===== config.mk =====
export PLATFORM = sky130hd
export DESIGN_NAME = rx_udp_mem_writer
export DESIGN_NICKNAME = d
export VERILOG_FILES = /design/src/rtl/rx_udp_mem_writer.sv
export SDC_FILE = /design/constraint.sdc
export NUM_CORES = 1
export LEC_CHECK = 0
export ABC_AREA = 0
export ABC_CLOCK_PERIOD_IN_PS = 3230
export CAP_MARGIN = 20
export CORE_UTILIZATION = 35
export DETAILED_ROUTE_END_ITERATION = 10
export GPL_ROUTABILITY_DRIVEN = 0
export PLACE_DENSITY = 0.71
export SLEW_MARGIN = 5
export SYNTH_ARGS = -nofsm -noshare
export SYNTH_HDL_FRONTEND = slang
export SYNTH_SLANG_ARGS = --single-unit

===== constraint.sdc =====
create_clock -name RX_CLK -period 3.23 [get_ports RX_CLK]
set_clock_uncertainty 0.05 [all_clocks]
set_input_delay 0.646 -clock RX_CLK [delete_from_list [all_inputs] [get_ports RX_CLK]]
set_output_delay 0.646 -clock RX_CLK [all_outputs]
set_load 0.01 [all_outputs]

===== src/rtl/rx_udp_mem_writer.sv =====
// rx_udp_mem_writer: captures one UDP payload frame byte-per-address into the RX SRAM and holds it until software releases it
// Ports: RX_CLK/RX_RST (async, active-high) clock and reset;
//   rx_udp_data_v/rx_udp_data payload byte stream; rx_frame_end/rx_frame_err frame
//   verdict pulses; rx_buf_release software release pulse;
//   mem_we/mem_addr/mem_wdata registered SRAM write port;
//   rx_ready/rx_len held-frame status; rx_drop_cnt saturating drop count;
//   rx_ovf sticky oversize flag.
module rx_udp_mem_writer #(
  parameter int OCT     = 8,
  parameter int ADDR_W  = 11,
  parameter int MAX_LEN = 1472
) (
  input  logic              RX_CLK,
  input  logic              RX_RST,
  input  logic              rx_udp_data_v,
  input  logic [OCT-1:0]    rx_udp_data,
  input  logic              rx_frame_end,
  input  logic              rx_frame_err,
  input  logic              rx_buf_release,
  output logic              mem_we,
  output logic [ADDR_W-1:0] mem_addr,
  output logic [OCT-1:0]    mem_wdata,
  output logic              rx_ready,
  output logic [15:0]       rx_len,
  output logic [15:0]       rx_drop_cnt,
  output logic              rx_ovf
);
  typedef enum logic [1:0] {IDLE, RECV, HOLD, DROP} state_t;
  localparam logic [ADDR_W:0] LP_MAX = (ADDR_W+1)'(MAX_LEN);
  state_t            r_state, w_state;
  logic [ADDR_W:0]   r_ptr, w_ptr, w_cnt;
  logic              r_we, r_ready, r_ovf, w_ready, w_ovf_flag;
  logic [ADDR_W-1:0] r_addr;
  logic [OCT-1:0]    r_wdata;
  logic [15:0]       r_len, r_drop, w_len;
  logic              w_free, w_active, w_ovf, w_wr, w_done, w_drop;
  // r_ptr is kept at 0 outside RECV, so a frame starting from IDLE or from a
  // same-cycle release in HOLD always writes its first byte at address 0.
  always_comb begin
    w_free     = (r_state == IDLE) || (r_state == HOLD && rx_buf_release);
    w_active   = (r_state == RECV) || (w_free && rx_udp_data_v);
    w_ovf      = w_active && rx_udp_data_v && r_ptr == LP_MAX;
    w_wr       = w_active && rx_udp_data_v && !w_ovf;
    w_cnt      = r_ptr + (ADDR_W+1)'(w_wr);
    w_done     = rx_frame_end || rx_frame_err;
    w_state    = r_state;
    w_ptr      = r_ptr;
    w_len      = r_len;
    w_ovf_flag = r_ovf;
    w_drop     = 1'b0;
    w_ready    = ((r_state == HOLD || r_state == DROP) && rx_buf_release) ? 1'b0 : r_ready;
    if (w_active) begin
      w_ptr = '0;
      if (w_ovf) begin
        w_ovf_flag = 1'b1;
        w_drop     = w_done;
        w_state    = w_done ? IDLE : DROP;
      end else if (rx_frame_err) begin
        w_drop  = 1'b1;
        w_state = IDLE;
      end else if (rx_frame_end) begin
        w_len      = 16'(w_cnt);
        w_ready    = 1'b1;
        w_ovf_flag = 1'b0;
        w_state    = HOLD;
      end else begin
        w_ptr   = w_cnt;
        w_state = RECV;
      end
    end else if (r_state == HOLD && rx_udp_data_v) begin
      // a one-byte frame that also ends this cycle is dropped without leaving HOLD
      w_drop  = w_done;
      w_state = w_done ? HOLD : DROP;
    end else if (r_state == HOLD && rx_buf_release) begin
      w_state = IDLE;
    end else if (r_state == DROP && w_done) begin
      w_drop  = 1'b1;
      w_state = w_ready ? HOLD : IDLE;
    end
  end
  always_ff @(posedge RX_CLK or posedge RX_RST) begin
    if (RX_RST) begin
      r_state <= IDLE;
      r_ptr   <= '0;
      r_we    <= 1'b0;
      r_addr  <= '0;
      r_wdata <= '0;
      r_ready <= 1'b0;
      r_len   <= '0;
      r_drop  <= '0;
      r_ovf   <= 1'b0;
    end else begin
      r_state <= w_state;
      r_ptr   <= w_ptr;
      r_we    <= w_wr;
      r_addr  <= r_ptr[ADDR_W-1:0];
      r_wdata <= rx_udp_data;
      r_ready <= w_ready;
      r_len   <= w_len;
      r_drop  <= r_drop + 16'(w_drop && r_drop != 16'hFFFF);
      r_ovf   <= w_ovf_flag;
    end
  end
  assign mem_we      = r_we;
  assign mem_addr    = r_addr;
  assign mem_wdata   = r_wdata;
  assign rx_ready    = r_ready;
  assign rx_len      = r_len;
  assign rx_drop_cnt = r_drop;
  assign rx_ovf      = r_ovf;
endmodule


======== Yosys cells after proc, flatten, opt, wreduce, memory -nomap -nowiden ========
Index checks and enable logic that the tools add are counted.
storage, ports and cells
  register bits after elaboration ......... 64
  bits in latches ......................... 0
  bits in writable memories ............... 0
  ROM bits ................................ 0
  input port bits ......................... 14
  output and inout port bits .............. 54
  logic and storage cells ................. 65
  memories kept ........................... 0
operators by class
  add/sub/neg operators ................... 2
  $mul .................................... 0
  divide/modulo/power cells ............... 0
  magnitude comparators ................... 0
  eq/ne operators ......................... 6
  shift operators ......................... 0
  multiplexer cells ....................... 27
  bitwise gates (word level) .............. 2
  reductions and logical operators ........ 19
operators by type and width
  kind                    count
  $mux W12                3
  $mux W2                 9
  $add A16 B1 Y16         1
  $ne A16 B16 Y1 const B  1
  $mux W1                 15
  $add A12 B1 Y12         1
  $eq A12 B11 Y1 const B  1
  $logic_and A1 B1 Y1     9
  $eq A2 B2 Y1 const B    2
  $logic_or A1 B1 Y1      4
  $reduce_and A4 Y1       1
  $reduce_bool A4 Y1      1
  $reduce_and A3 Y1       1
  $eq A2 B1 Y1 const B    1
  $logic_not A2 Y1        1
  $ne A2 B1 Y1 const B    1
  $not A1 Y1              2
  $reduce_bool A2 Y1      1
  $logic_not A1 Y1        1

======== Longest topological paths before layout ========
Gate-level depths: netlist of the first run.
  depth after elaboration ................. 13
  mapped depth ............................ 11
  depth with buffers taken out ............ 10

======== Worst setup path before layout of the first run ========
OpenSTA, ideal clock, no wires.
  path type ............................... in2reg
  start ................................... input port rx_udp_data_v
  end ..................................... register r_drop[15] (netlist: rx_drop_cnt[15])
  setup time .............................. 125 ps
  arrival time ............................ 2685 ps
  data required time ...................... 3055 ps
  setup slack ............................. 370 ps
  cell stages on the path ................. 10
  buffers on the path ..................... 1
  cells stage by stage .................... nor2_1 > a21o_1 > clkbuf_1 > o31ai_1 > nor2_1 > ha_1 > nand4_1 > nor4_1 > nand4_1 > xnor2_1
between the ends
  cells in the longest elaborated chain, start to end .. 8
  elaborated cells between the ends (all ways) .. 10
  those cells by class .................... 1 x add/sub; 3 x mux; 6 x reduce/logical
RTL lines
  what                               line  text
  from (decl)                        15    input logic rx_udp_data_v,
  $logic_and A1 B1 Y1                41    w_active = (r_state == RECV) || (w_free && rx_udp_data_v);
  $logic_or A1 B1 Y1                 41
  $logic_and A1 B1 Y1 (2 in series)  42    w_ovf = w_active && rx_udp_data_v && r_ptr == LP_MAX;
  $mux W1                            54    if (w_ovf) begin
  $mux W1 *                          52    if (w_active) begin
  $logic_and A1 B1 Y1 *              100   r_drop <= r_drop + 16'(w_drop && r_drop != 16'hFFFF);
  $add A16 B1 Y16 *                  100
  to (signal assigned)               100
  to (decl)                          35    logic [15:0] r_len, r_drop, w_len;
Every way passes the cells marked *; elsewhere a longest branch is shown, timed or not.
A chain may end at the register's enable or synchronous reset.

======== Worst setup path after layout of the first run ========
  start ................................... input port rx_buf_release
  end ..................................... register r_ptr[8]
between the ends
  cells in the longest elaborated chain, start to end .. 12
RTL lines
  what                   line    text
  from (decl)            19      input logic rx_buf_release,
  $logic_and A1 B1 Y1 *  40      w_free = (r_state == IDLE) || (r_state == HOLD && rx_buf_release);
  $logic_or A1 B1 Y1 *   40
  $logic_and A1 B1 Y1 *  41
  $logic_or A1 B1 Y1 *   41
  $logic_and A1 B1 Y1 *  42, 43
  $logic_and A1 B1 Y1    42
  $logic_not A1 Y1       43      w_wr = w_active && rx_udp_data_v && !w_ovf;
  $logic_and A1 B1 Y1 *  43
  via w_wr               36      logic w_free, w_active, w_ovf, w_wr, w_done, w_drop;
  $add A12 B1 Y12 *      44      w_cnt = r_ptr + (ADDR_W+1)'(w_wr);
  $mux W12 *             61      end else if (rx_frame_end) begin
  $mux W12 *             58      end else if (rx_frame_err) begin
  $mux W12 *             54
  to (signal assigned)   94      r_ptr <= w_ptr;
  to (decl)              31      logic [ADDR_W:0] r_ptr, w_ptr, w_cnt;
The timed path passes the listed nets; every way through them passes the cells marked *.

==> out/qor.yml, run 1 <==
run_status:
  outcome: "finished clean"
setup_path:
  cp-end-kind: "register"
  crit_type: "in2reg"
  path_max_fanout: 5
  arrival_ns: 3.03
  r2r_cells: 11
  rr_startpoint: "r_ptr[9]"
  setup.worst_path.start_class: "input pin"
  crit_start: "rx_buf_release"
  r2r_slack_ns: 0.59
  required_ns: 3.41
power:
  p_comb_share_pct: 14.3
  p_per_area_nw_per_um2: 508.7
  internal_power_mw: 1.358
  p_switching_mw: 0.5084
  p_clk_share_pct: 36.3
  ir_drop_mv: 0.1646
  seq_power_share_pct: 49.3
  swShare_pct: 27.25
  p_leak_nw: 1.603
worst_hold_path:
  whs_path_depth: 0
  hold_start: "r_ptr[0]"
  hold_path_class: "reg2reg"
layout:
  multi_input_area_um2: 1026
  fin_util_pct: 49.78
  drive_gt1_share_pct: 10.53
  fill_cells: 694
  area_growth_pct: 35.68
  diodes: 0
  nets: 337
  seq_area_um2: 1602
  finalInstanceArea_um2: 3669
drt:
  dr.first_iter.drc_count: 74
  dr_total_vias: 2029
  drt-total-wl_mm: 5.716
  firstDrtPassIters: 4
  drtAntennaViolNets: 0
  wl_per_cell_um: 13.55
  drc: 0
  viasPerCell: 4.808
clock_network:
  h-tree-depth: 3
  clk_transition_reported_paths_ns: 0.08
  cts_setup_buffers: 0
  clock_path_buffers: 2
  cts_tree: "yes"
  cts-buffers-inserted: 9
  ctsResizeCount: 0
  cts-root-buf: "clkbuf_8"
  clock-sinks: 64
  clkLatencyLatePin_ns: 0.34
  holdBufCountCts: 0
logic_synthesis:
  yosys_warnings: 0
  synth_edf_count: 0
  synth_cell_types: 41
  ys_ff_latch: 64
  yosysSeqAreaShare_pct: 59.23
  synth_ff_type: "dfrtp_1"
  synth_area_um2: 2704
  netlist_instances: 244
  ys_async_sr_fraction_pct: 100.0
  synth_area_per_cell_um2: 11.08
global_route:
  grt_pass1_vias: 2109
  antenna_found_initial: 0
  grt.overflow.total: 0
  grt_max_degree: 38
  grt_util_all_layers_pct: 15.15
  grt_pass1_wl_mm: 9.791
placed_design:
  port-buffer-count: 63
  post_dp_cell_area_um2: 3473
  post-dp-hpwl_mm: 4.095
sta:
  worst_pin_slew_ns: 0.6056
  finalSetupTns_ns: 0
  max_slew_margin_pct: 59.57
  setup_viol: 0
  timing.final.crit_period_ns: 2.849
  fin_crit_sh_pct: 88.21
  hold_viol: 0
  final-max-slew-violation-count: 0
  clock.fmax_mhz: 351.0
  rsz0062_at_grt: "false"
die:
  num_rows: 31
  start_util_pct: 36.69
  fp.dieW_um: 89.90
  die_h_um: 89.90
  die_area_um2: 8081
  core_area_um2: 7370
  boundaryPins: 68
job:
  cap_violations: 0
worst max-delay path, stage by stage:
cell,delay [ns]
clkdlybuf4s50_1,0.51
nand2b_1,0.09
a21bo_2,0.25
nor2b_1,0.16
ha_1,0.21
ha_1,0.18
nand3_1,0.16
or3_1,0.41
nand2_1,0.09
nor2_1,0.04
a221o_1,0.28
power groups by stage:
| stage | clock network, mW | registers (mW) | logic, mW |
|---|---|---|---|
| global route | 0.738 | 0.930 | 0.292 |
| global placement | 0 | 0.933 | 0.262 |
| finish | 0.678 | 0.920 | 0.268 |
| CTS | 0.696 | 0.920 | 0.273 |
| floorplan | 0 | 0.946 | 0.0986 |
| detailed placement | 0 | 0.934 | 0.270 |
registers in the layout, indices dropped and copies added, names as in the netlist:
name,flops
rx_ovf,1
rx_len,12
rx_ready,1
r_state,2
mem_we,1
mem_addr,11
r_ptr,12
mem_wdata,8
rx_drop_cnt,16
Yosys cell counts (3+ instances only):
master / n / area, um2
o21ai_0: 13 / 65.06
nor2_1: 17 / 63.81
and3_1: 4 / 25.02
ha_1: 5 / 62.56
o21ai_1: 4 / 20.02
nand2_1: 34 / 127.6
a221o_1: 3 / 30.03
nand4_1: 6 / 37.54
a22o_1: 3 / 26.28
nor2b_1: 3 / 18.77
dfrtp_1: 64 / 1602
buf_4: 5 / 37.54
buf_2: 4 / 20.02
xnor2_1: 14 / 122.6
xor2_1: 11 / 96.34
nand3_1: 17 / 85.08
inv_1: 3 / 11.26
nor3_1: 5 / 25.02
worst paths after layout:
path / to
min in group asynchronous: mem_wdata[2]
min: mem_addr[0]
max: r_ptr[8]
max in group asynchronous: mem_addr[2]
max reg2reg: rx_drop_cnt[15]
min reg2reg: mem_addr[0]
logic make-up after synthesis:
kind of cell / count (synthesis) / share of synthesized area, %
simple gates: 97 / 17.17
flops: 64 / 59.23
xor+xnor: 25 / 8.098
buf+inv: 15 / 3.239
mux: 2 / 0.8329
compound gates: 35 / 8.978
other cells: 1 / 0.1387
fa+ha+maj: 5 / 2.314
layout make-up:
cell class	count	share of cell area (%)
clock inverter	7	1.944
sequential	64	43.66
tap	99	3.377
timing repair buffer	72	19.37
clock buffer	9	3.377
inverter	3	0.3070
multi-input combinational	168	27.97
layer usage:
layer / part of all wire [%] / global-route usage, % / vias to the layer above
met3: 5.4 / 5.499 / 3
met5: 0 / 0 / -
li1: - / - / 980
met2: 48 / 24.94 / 64
met1: 46 / 18.95 / 982
met4: 0.45 / 3.763 / 0
cells in the final DEF (no fill, tap or decap), drive strengths merged, types with 9 or more instances in the layout:
cell type,n
xnor2,14
xor2,11
nand3,17
buf,9
dfrtp,64
clkdlybuf4s50,63
nand2,34
nor2,18
o21ai,18
clkbuf,9
per-stage QoR:
stage | power (mW) | hold slack (ns) | worst slack, ns | std cells
floorplan | 1.045 | 0.2987 | 0.3701 | 247
global placement | 1.195 | 0.3854 | 0.08515 | 406
detailed placement | 1.204 | 0.3998 | 0.02597 | 406
CTS | 1.890 | 0.4168 | 0.3903 | 422
global route | 1.959 | 0.4371 | 0.1795 | 422
finish | 1.866 | 0.4114 | 0.3808 | 422
No activity file was read; power rests on OpenSTA's default activity.
==> inputs of run 2 (changes only) <==
--- a/config.mk
+++ b/config.mk
@@ -12,6 +12,7 @@
 export DETAILED_ROUTE_END_ITERATION = 10
 export GPL_ROUTABILITY_DRIVEN = 0
 export PLACE_DENSITY = 0.71
+export SETUP_SLACK_MARGIN = 0.02
 export SLEW_MARGIN = 5
 export SYNTH_ARGS = -nofsm -noshare
 export SYNTH_HDL_FRONTEND = slang
==> results of run 2 <==
No change in the layout: final DEF, timing and power equal those of run 1.
